## src/rtl/dmem_arbiter_if.sv

```systemverilog
// rtl/dmem_arbiter_if.sv - word requester port of the data memory arbiter
// One instance per requester; the arbiter takes the slave side.
interface dmem_arbiter_if;
  logic        req;
  logic        we;
  logic [31:0] addr;
  logic [31:0] wdata;
  logic        ack;
  logic [31:0] rdata;
  logic        err;

  modport master (output req, we, addr, wdata, input ack, rdata, err);
  modport slave  (input req, we, addr, wdata, output ack, rdata, err);
endinterface

```

## src/rtl/dmem_arbiter.sv

```systemverilog
// rtl/dmem_arbiter.sv - CPU-priority arbiter for the single-port data memory
// One transaction at a time: grant in IDLE, then WRITE or READ, then a one-cycle RESP ack.
module dmem_arbiter #(
  parameter int RD_LAT       = 2,
  parameter int STARVE_LIMIT = 4,
  parameter int ALIGN_CHECK  = 1
) (
  input  logic           clk,
  input  logic           rst_n,
  dmem_arbiter_if.slave  c,
  dmem_arbiter_if.slave  d,
  output logic [31:0]    mem_addr,
  output logic [31:0]    mem_wdata,
  output logic           mem_we,
  output logic           mem_re,
  input  logic [31:0]    mem_rdata,
  output logic           busy
);

  localparam int LW = (RD_LAT > 1) ? $clog2(RD_LAT) : 1;
  localparam int SW = $clog2(STARVE_LIMIT + 1);

  typedef enum logic [1:0] {IDLE, WRITE, READ, RESP} state_t;

  state_t        state, next_state;
  logic          owner_dma;
  logic          err_q;
  logic [LW-1:0] lat_cnt;
  logic [SW-1:0] streak;
  logic [31:0]   c_rdata_q, d_rdata_q;

  logic          grant_c, grant_d, misaligned, sel_we;
  logic [31:0]   sel_addr, sel_wdata;

  always_comb begin
    next_state = state;
    grant_c    = 1'b0;
    grant_d    = 1'b0;
    misaligned = 1'b0;
    sel_we     = 1'b0;
    sel_addr   = 32'd0;
    sel_wdata  = 32'd0;
    case (state)
      IDLE: begin
        // DMA is forced in once the CPU has won STARVE_LIMIT grants in a row against it
        if (d.req && (!c.req || streak == SW'(STARVE_LIMIT))) grant_d = 1'b1;
        else if (c.req)                                       grant_c = 1'b1;
        sel_we     = grant_d ? d.we    : c.we;
        sel_addr   = grant_d ? d.addr  : c.addr;
        sel_wdata  = grant_d ? d.wdata : c.wdata;
        misaligned = (ALIGN_CHECK != 0) && (sel_addr[1:0] != 2'b00);
        if (grant_c || grant_d)
          next_state = misaligned ? RESP : (sel_we ? WRITE : READ);
      end
      WRITE:   next_state = RESP;
      READ:    if (lat_cnt == '0) next_state = RESP;
      RESP:    next_state = IDLE;
      default: next_state = IDLE;
    endcase
  end

  always_ff @(posedge clk or negedge rst_n) begin
    if (!rst_n) begin
      state     <= IDLE;
      owner_dma <= 1'b0;
      err_q     <= 1'b0;
      lat_cnt   <= '0;
      streak    <= '0;
      c_rdata_q <= 32'd0;
      d_rdata_q <= 32'd0;
      mem_addr  <= 32'd0;
      mem_wdata <= 32'd0;
    end else begin
      state <= next_state;
      if (grant_c || grant_d) begin
        owner_dma <= grant_d;
        err_q     <= misaligned;
        lat_cnt   <= LW'(RD_LAT - 1);
        // A rejected request never reaches the memory bus
        if (!misaligned) begin
          mem_addr  <= sel_addr;
          mem_wdata <= sel_wdata;
        end
        if (grant_d || !d.req)
          streak <= '0;
        else if (streak != SW'(STARVE_LIMIT))
          streak <= streak + SW'(1);
      end
      if (state == READ) begin
        if (lat_cnt == '0) begin
          if (owner_dma) d_rdata_q <= mem_rdata;
          else           c_rdata_q <= mem_rdata;
        end else begin
          lat_cnt <= lat_cnt - LW'(1);
        end
      end
    end
  end

  assign mem_we  = (state == WRITE);
  assign mem_re  = (state == READ);
  assign busy    = (state != IDLE);

  assign c.ack   = (state == RESP) && !owner_dma;
  assign d.ack   = (state == RESP) &&  owner_dma;
  assign c.err   = c.ack && err_q;
  assign d.err   = d.ack && err_q;
  assign c.rdata = c_rdata_q;
  assign d.rdata = d_rdata_q;

endmodule

```

## src/flat_wrapper.sv

```systemverilog
// flat-port wrapper written by rule: the top's interface ports become plain ports
module dmem_arbiter_flat 
#(
  parameter int RD_LAT       = 2,
  parameter int STARVE_LIMIT = 4,
  parameter int ALIGN_CHECK  = 1
)
  (clk, rst_n, mem_addr, mem_wdata, mem_we, mem_re, mem_rdata, busy, c_req, c_we, c_addr, c_wdata, c_ack, c_rdata, c_err, d_req, d_we, d_addr, d_wdata, d_ack, d_rdata, d_err);
  dmem_arbiter_if c_i ();
  dmem_arbiter_if d_i ();
  input  logic clk;
  input  logic rst_n;
  output logic [31:0] mem_addr;
  output logic [31:0] mem_wdata;
  output logic mem_we;
  output logic mem_re;
  input  logic [31:0] mem_rdata;
  output logic busy;
  input wire logic [$bits(c_i.req)-1:0] c_req;
  input wire logic [$bits(c_i.we)-1:0] c_we;
  input wire logic [$bits(c_i.addr)-1:0] c_addr;
  input wire logic [$bits(c_i.wdata)-1:0] c_wdata;
  output wire logic [$bits(c_i.ack)-1:0] c_ack;
  output wire logic [$bits(c_i.rdata)-1:0] c_rdata;
  output wire logic [$bits(c_i.err)-1:0] c_err;
  input wire logic [$bits(d_i.req)-1:0] d_req;
  input wire logic [$bits(d_i.we)-1:0] d_we;
  input wire logic [$bits(d_i.addr)-1:0] d_addr;
  input wire logic [$bits(d_i.wdata)-1:0] d_wdata;
  output wire logic [$bits(d_i.ack)-1:0] d_ack;
  output wire logic [$bits(d_i.rdata)-1:0] d_rdata;
  output wire logic [$bits(d_i.err)-1:0] d_err;
  assign c_i.req = c_req;
  assign c_i.we = c_we;
  assign c_i.addr = c_addr;
  assign c_i.wdata = c_wdata;
  assign c_ack = c_i.ack;
  assign c_rdata = c_i.rdata;
  assign c_err = c_i.err;
  assign d_i.req = d_req;
  assign d_i.we = d_we;
  assign d_i.addr = d_addr;
  assign d_i.wdata = d_wdata;
  assign d_ack = d_i.ack;
  assign d_rdata = d_i.rdata;
  assign d_err = d_i.err;
  dmem_arbiter #(.RD_LAT(RD_LAT), .STARVE_LIMIT(STARVE_LIMIT), .ALIGN_CHECK(ALIGN_CHECK)) u_core (.clk(clk), .rst_n(rst_n), .c(c_i), .d(d_i), .mem_addr(mem_addr), .mem_wdata(mem_wdata), .mem_we(mem_we), .mem_re(mem_re), .mem_rdata(mem_rdata), .busy(busy));
endmodule
```

## config.mk

```make
export PLATFORM = sky130hd
export DESIGN_NAME = dmem_arbiter_flat
export DESIGN_NICKNAME = d
export VERILOG_FILES = /design/src/rtl/dmem_arbiter_if.sv /design/src/rtl/dmem_arbiter.sv /design/src/flat_wrapper.sv
export SDC_FILE = /design/constraint.sdc
export NUM_CORES = 1
export LEC_CHECK = 0
export CORE_ASPECT_RATIO = 1.4
export CORE_UTILIZATION = 30
export DETAILED_ROUTE_END_ITERATION = 10
export SYNTH_ARGS = -nofsm -noshare
export SYNTH_HDL_FRONTEND = slang
export SYNTH_SLANG_ARGS = --single-unit
export TNS_END_PERCENT = 5
```

## constraint.sdc

```tcl
create_clock -name clk -period 4.15 [get_ports clk]
set_input_delay 0.83 -clock clk [delete_from_list [all_inputs] [get_ports clk]]
set_output_delay 0.83 -clock clk [all_outputs]
set_load 0.1 [all_outputs]
```

==> flow_summary.ini, run 1 <==
[route]
dr.pass1.iters = 7
final_antenna_net_count = 0
drt-initial-drc-count = 327
wl_mm = 21.9
drt-wirelength-per-cell_um = 19.8
post-route-drc-count = 23
viasPerCell = 5.30
dr_total_vias = 5851

[timing]
fin_setup_tns_ps = 0
maxSlewViolCount = 0
clock_skew_ps = 8.15
fin_hold_ws_ps = 491
max_freq_mhz = 309
worst_slew_pin_slew_ps = 1060
fin_crit_sh_pct = 78.1
layout_min_cycle_time_ps = 3240
rsz0062_at_grt = false
slew_headroom_pct = 29.4
hold_viol = 0
setup_violations = 0

[synth]
netlist_instances = 567
async_reset_ff_share_pct = 100
synth_seq_cells = 136
synth-main-ff-cell = dfrtp_1
synth_seq_area_share_pct = 53.1
synth-edff-count = 0
synth_nets = 739
syn_area_um2 = 6410
synth_warnings = 0
synth_cell_types = 35
avgSynthCellArea_um2 = 11.3

[clock_tree]
cts_setup_buffers = 0
cts_sinks = 136
cts-buffers-inserted = 17
cts_max_level = 4
cts_tree = done
clkSlewWorstSetupHoldPaths_ps = 60
cts_hold_buf = 0
cts_root_buffer = clkbuf_16
cts-resized-gates = 0
worstSkewPairLatency_ps = 420
cts_buffer_depth = 2

[place]
io_buffers = 300
place_congestion = 0.753
dp_hpwl_mm = 14.6

[floorplan]
die_w_um = 126
rows = 62
die_h_um = 175
die_area_um2 = 22000
initial_core_util_pct = 30.9
core-area_um2 = 20700
pin_count = 301

[worst_setup_path]
startpoint = u_core.state[0]
critPathArrivalTime_ps = 2410
cp_max_fo = 6
startpoint_type = flip-flop
r2r_start = u_core.state[0]
cp-end-kind = primary output
crit_type = flip-flop to primary output
required_ps = 3320

[job]
maxCapViolCount = 0

[layout]
n_fill_cell = 1929
drive_gt1_share_pct = 14.2
final_nets = 1008
final_cell_mix = clkdlybuf4s50_1 (297), dfrtp_1 (136), inv_1 (69), o2111ai_1 (64), mux2_2 (64)
final_common_cell = clkdlybuf4s50_1
synthToLayoutAreaGrowth_pct = 60.6
antenna_cells = 0

[global_route]
overflow = 0
grt_pass1_vias = 6229
track_usage_pct = 20.0
grt_max_degree = 87
grt_pass1_wl_mm = 34.3
antenna_found_initial = 0

[min_path]
hp-class = input pin to asynchronous set/reset pin

[run_status]
failed_checks = DRC
status = complete, but fails checks
synthesized netlist by cell type (2+ instances only):
cell type | number | share of area, %
o21ai_0 | 3 | 0.23
nand3_1 | 63 | 4.9
and2_1 | 3 | 0.29
nand3b_1 | 2 | 0.23
a32o_1 | 2 | 0.31
mux2_2 | 64 | 11
dfrtp_1 | 136 | 53
clkbuf_1 | 47 | 2.8
nor2_1 | 3 | 0.18
inv_1 | 70 | 4.1
nor3b_1 | 4 | 0.47
buf_1 | 8 | 0.47
buf_2 | 8 | 0.63
o311ai_0 | 62 | 8.5
o2111ai_1 | 64 | 8.8
ha_1 | 6 | 1.2
nand2_1 | 4 | 0.23
sequential cells by signal, indices dropped and copies added (netlist names):
name / flops
u_core.c.rdata: 32
u_core.d.rdata: 32
u_core.err_q: 1
u_core.lat_cnt: 1
u_core.mem_addr: 32
u_core.mem_wdata: 32
u_core.owner_dma: 1
u_core.state: 2
u_core.streak: 3
layer usage:
layer  vias up  share of wire [%]  global-route usage (%)
met5         -                  0                       0
met4         0                3.1                    8.28
met3        43                6.7                    5.36
met2       267                 48                    32.9
met1      2859                 42                    24.8
li1       2682                  -                       -
final timing paths:
kind | to | cells after the start | slack (ps)
min in group clk | u_core.d.rdata[25] | 1 | 500
max | mem_re | 3 | 910
max reg2reg | u_core.mem_addr[25] | 6 | 1530
max in group asynchronous | u_core.d.rdata[15] | 2 | 2850
min | u_core.d.rdata[2] | 1 | 490
min reg2reg | u_core.d.rdata[25] | 1 | 500
cell families after synthesis:
family | synth area share, %
buffers and inverters | 7.95
multiplexers | 11.4
adder cells (fa/ha/maj) | 1.17
AO/OA/AOI/OAI | 19.4
AND/OR/NAND/NOR | 6.97
flip-flops | 53.1
final cells by class:
| cell class | instances | area (µm²) | area share [%] |
|---|---|---|---|
| sequential | 136 | 3400 | 33.1 |
| timing repair buffer | 313 | 3150 | 30.6 |
| multi-input combinational | 298 | 2530 | 24.6 |
| clock buffer | 17 | 425 | 4.13 |
| tap | 256 | 320 | 3.11 |
| inverter | 70 | 263 | 2.55 |
| clock inverter | 14 | 198 | 1.92 |
critical path, stage by stage, from the launching register on:
cell	delay (ps)
dfrtp_1	420
inv_1	100
ha_1	290
clkdlybuf4s50_1	1190
per-stage QoR:
stage / area (µm²) / worst slack, ps / util (%) / std cells
after floorplan: 6410 / 489 / - / 567
after global placement: 9670 / 978 / 46.7 / 1073
after detailed placement: 9670 / 906 / 46.7 / 1073
after CTS: 10300 / 870 / 49.7 / 1104
after global routing: 10300 / 835 / 49.7 / 1104
final: 10300 / 911 / 49.7 / 1104
Power of run 1 is left out: the tool's default activity adds up to more than one toggle a clock period on the data nets, which glitch-free logic cannot reach.
==> run 2: changes to the inputs <==
==> constraint.sdc (replaced) <==
create_clock -name clk -period 2.9 [get_ports clk]
set_input_delay 0.58 -clock clk [delete_from_list [all_inputs] [get_ports clk]]
set_output_delay 0.58 -clock clk [all_outputs]
set_load 0.1 [all_outputs]
==> run 2 against run 1 <==
The flow still finishes with violations (DRC). First-iteration DRC count increased by 10%. Routed wire length increased by 0.93%. Sequential cell count unchanged. Setup slack got worse by 280 ps. Via count increased by 0.38%. Cell count increased by 1.5%. Sequential share of layout area increased by 0.83 points. Clock skew about the same. Core utilization decreased by 1.2 points. Largest cell class unchanged. Highest routed layer unchanged.
==> flow_summary.ini, run 2 (same netlist as run 1, synthesis figures left out) <==
[global_route]
grt_pass1_vias = 6114
grt_pass1_wl_mm = 34.5
track_usage_pct = 20.3
grt_max_degree = 64
overflow = 0
antenna_found_initial = 1

[worst_setup_path]
cp_max_fo = 9
startpoint = u_core.state[0]
critPathArrivalTime_ps = 1690
crit_type = flip-flop to primary output
cp-end-kind = primary output
startpoint_type = flip-flop
r2r_start = u_core.streak[0]
required_ps = 2320

[run_status]
status = complete, but fails checks
failed_checks = DRC

[floorplan]
pin_count = 301
die_w_um = 126
die_area_um2 = 22000
core-area_um2 = 20700
die_h_um = 175
rows = 62
initial_core_util_pct = 30.9

[timing]
max_freq_mhz = 441
fin_setup_tns_ps = 0
maxSlewViolCount = 0
hold_viol = 0
worst_slew_pin_slew_ps = 629
clock_skew_ps = 8.11
setup_violations = 0
fin_crit_sh_pct = 78.3
slew_headroom_pct = 58.1
rsz0062_at_grt = false
layout_min_cycle_time_ps = 2270

[min_path]
hp-class = input pin to asynchronous set/reset pin

[clock_tree]
cts-resized-gates = 0
cts_sinks = 136
cts-buffers-inserted = 17
clkSlewWorstSetupHoldPaths_ps = 60
cts_setup_buffers = 0
worstSkewPairLatency_ps = 410
cts_tree = done
cts_buffer_depth = 2
cts_root_buffer = clkbuf_16
cts_max_level = 4
cts_hold_buf = 0

[route]
dr.pass1.iters = 10
final_antenna_net_count = 0
drt-wirelength-per-cell_um = 19.7
wl_mm = 22.1
dr_total_vias = 5873
drt-initial-drc-count = 360
viasPerCell = 5.24
post-route-drc-count = 22

[place]
io_buffers = 300
dp_hpwl_mm = 15.3
place_congestion = 0.774

[layout]
drive_gt1_share_pct = 31.3
n_fill_cell = 1967
synthToLayoutAreaGrowth_pct = 56.7
final_nets = 1024
final_common_cell = clkdlybuf4s50_1
final_cell_mix = clkdlybuf4s50_1 (164), buf_4 (158), dfrtp_1 (136), inv_1 (69)

[job]
maxCapViolCount = 0
==> run 2: cell types whose count changed in the layout (fill, tap and decap cells not counted), sizes merged <==
cell,change
clkinv,+4
clkinvlp,-1
bufinv,-3
buf,+149
diode,+1
clkdlybuf4s50,-133
==> run 2: final cells by class <==
| cell class | instances | area (µm²) | share of cell area (%) |
|---|---|---|---|
| antenna | 1 | 2.50 | 0.0249 |
| clock buffer | 17 | 425 | 4.24 |
| clock inverter | 14 | 129 | 1.28 |
| inverter | 70 | 263 | 2.62 |
| multi-input combinational | 298 | 2540 | 25.3 |
| sequential | 136 | 3400 | 33.9 |
| tap | 256 | 320 | 3.19 |
| timing repair buffer | 329 | 2960 | 29.5 |
==> run 2: layer usage <==
metal	track usage (%)	up-vias	share of wire, %
met3	4.99	19	7.0
met4	6.81	0	1.6
met1	24.9	2872	41
met2	34.7	256	51
met5	0	-	0
li1	-	2726	-
==> run 2: worst max-delay path, cell delays in order, from the launching register on <==
cell and delay [ps]:
dfrtp_1 390, inv_1 80, ha_1 270, buf_4 200, inv_1 50, buf_4 280
==> run 2: final timing paths <==
kind                            slack, ps            endpoint  cells after the start
min in group clk                      500   u_core.d.rdata[0]                      1
max in group asynchronous            1930  u_core.d.rdata[17]                      2
worst max-delay path                  630                busy                      5
worst min register to register        500   u_core.d.rdata[0]                      1
worst min-delay path                  150   u_core.d.rdata[8]                      1
worst max register to register        760        u_core.err_q                      7
==> run 2: metrics by stage <==
stage          area [µm²]  cells  hold WS [ps]  util (%)  setup WS (ps)
2_1_floorplan        6410    567           284         -           63.3
3_3_place_gp         9480   1089           488      45.8            433
3_5_place_dp         9480   1089           494      45.8            388
4_1_cts             10000   1120           169      48.5            603
5_1_grt             10000   1121           193      48.5            562
6_report            10000   1121           153      48.5            631
Power of run 2 is left out for the same reason.
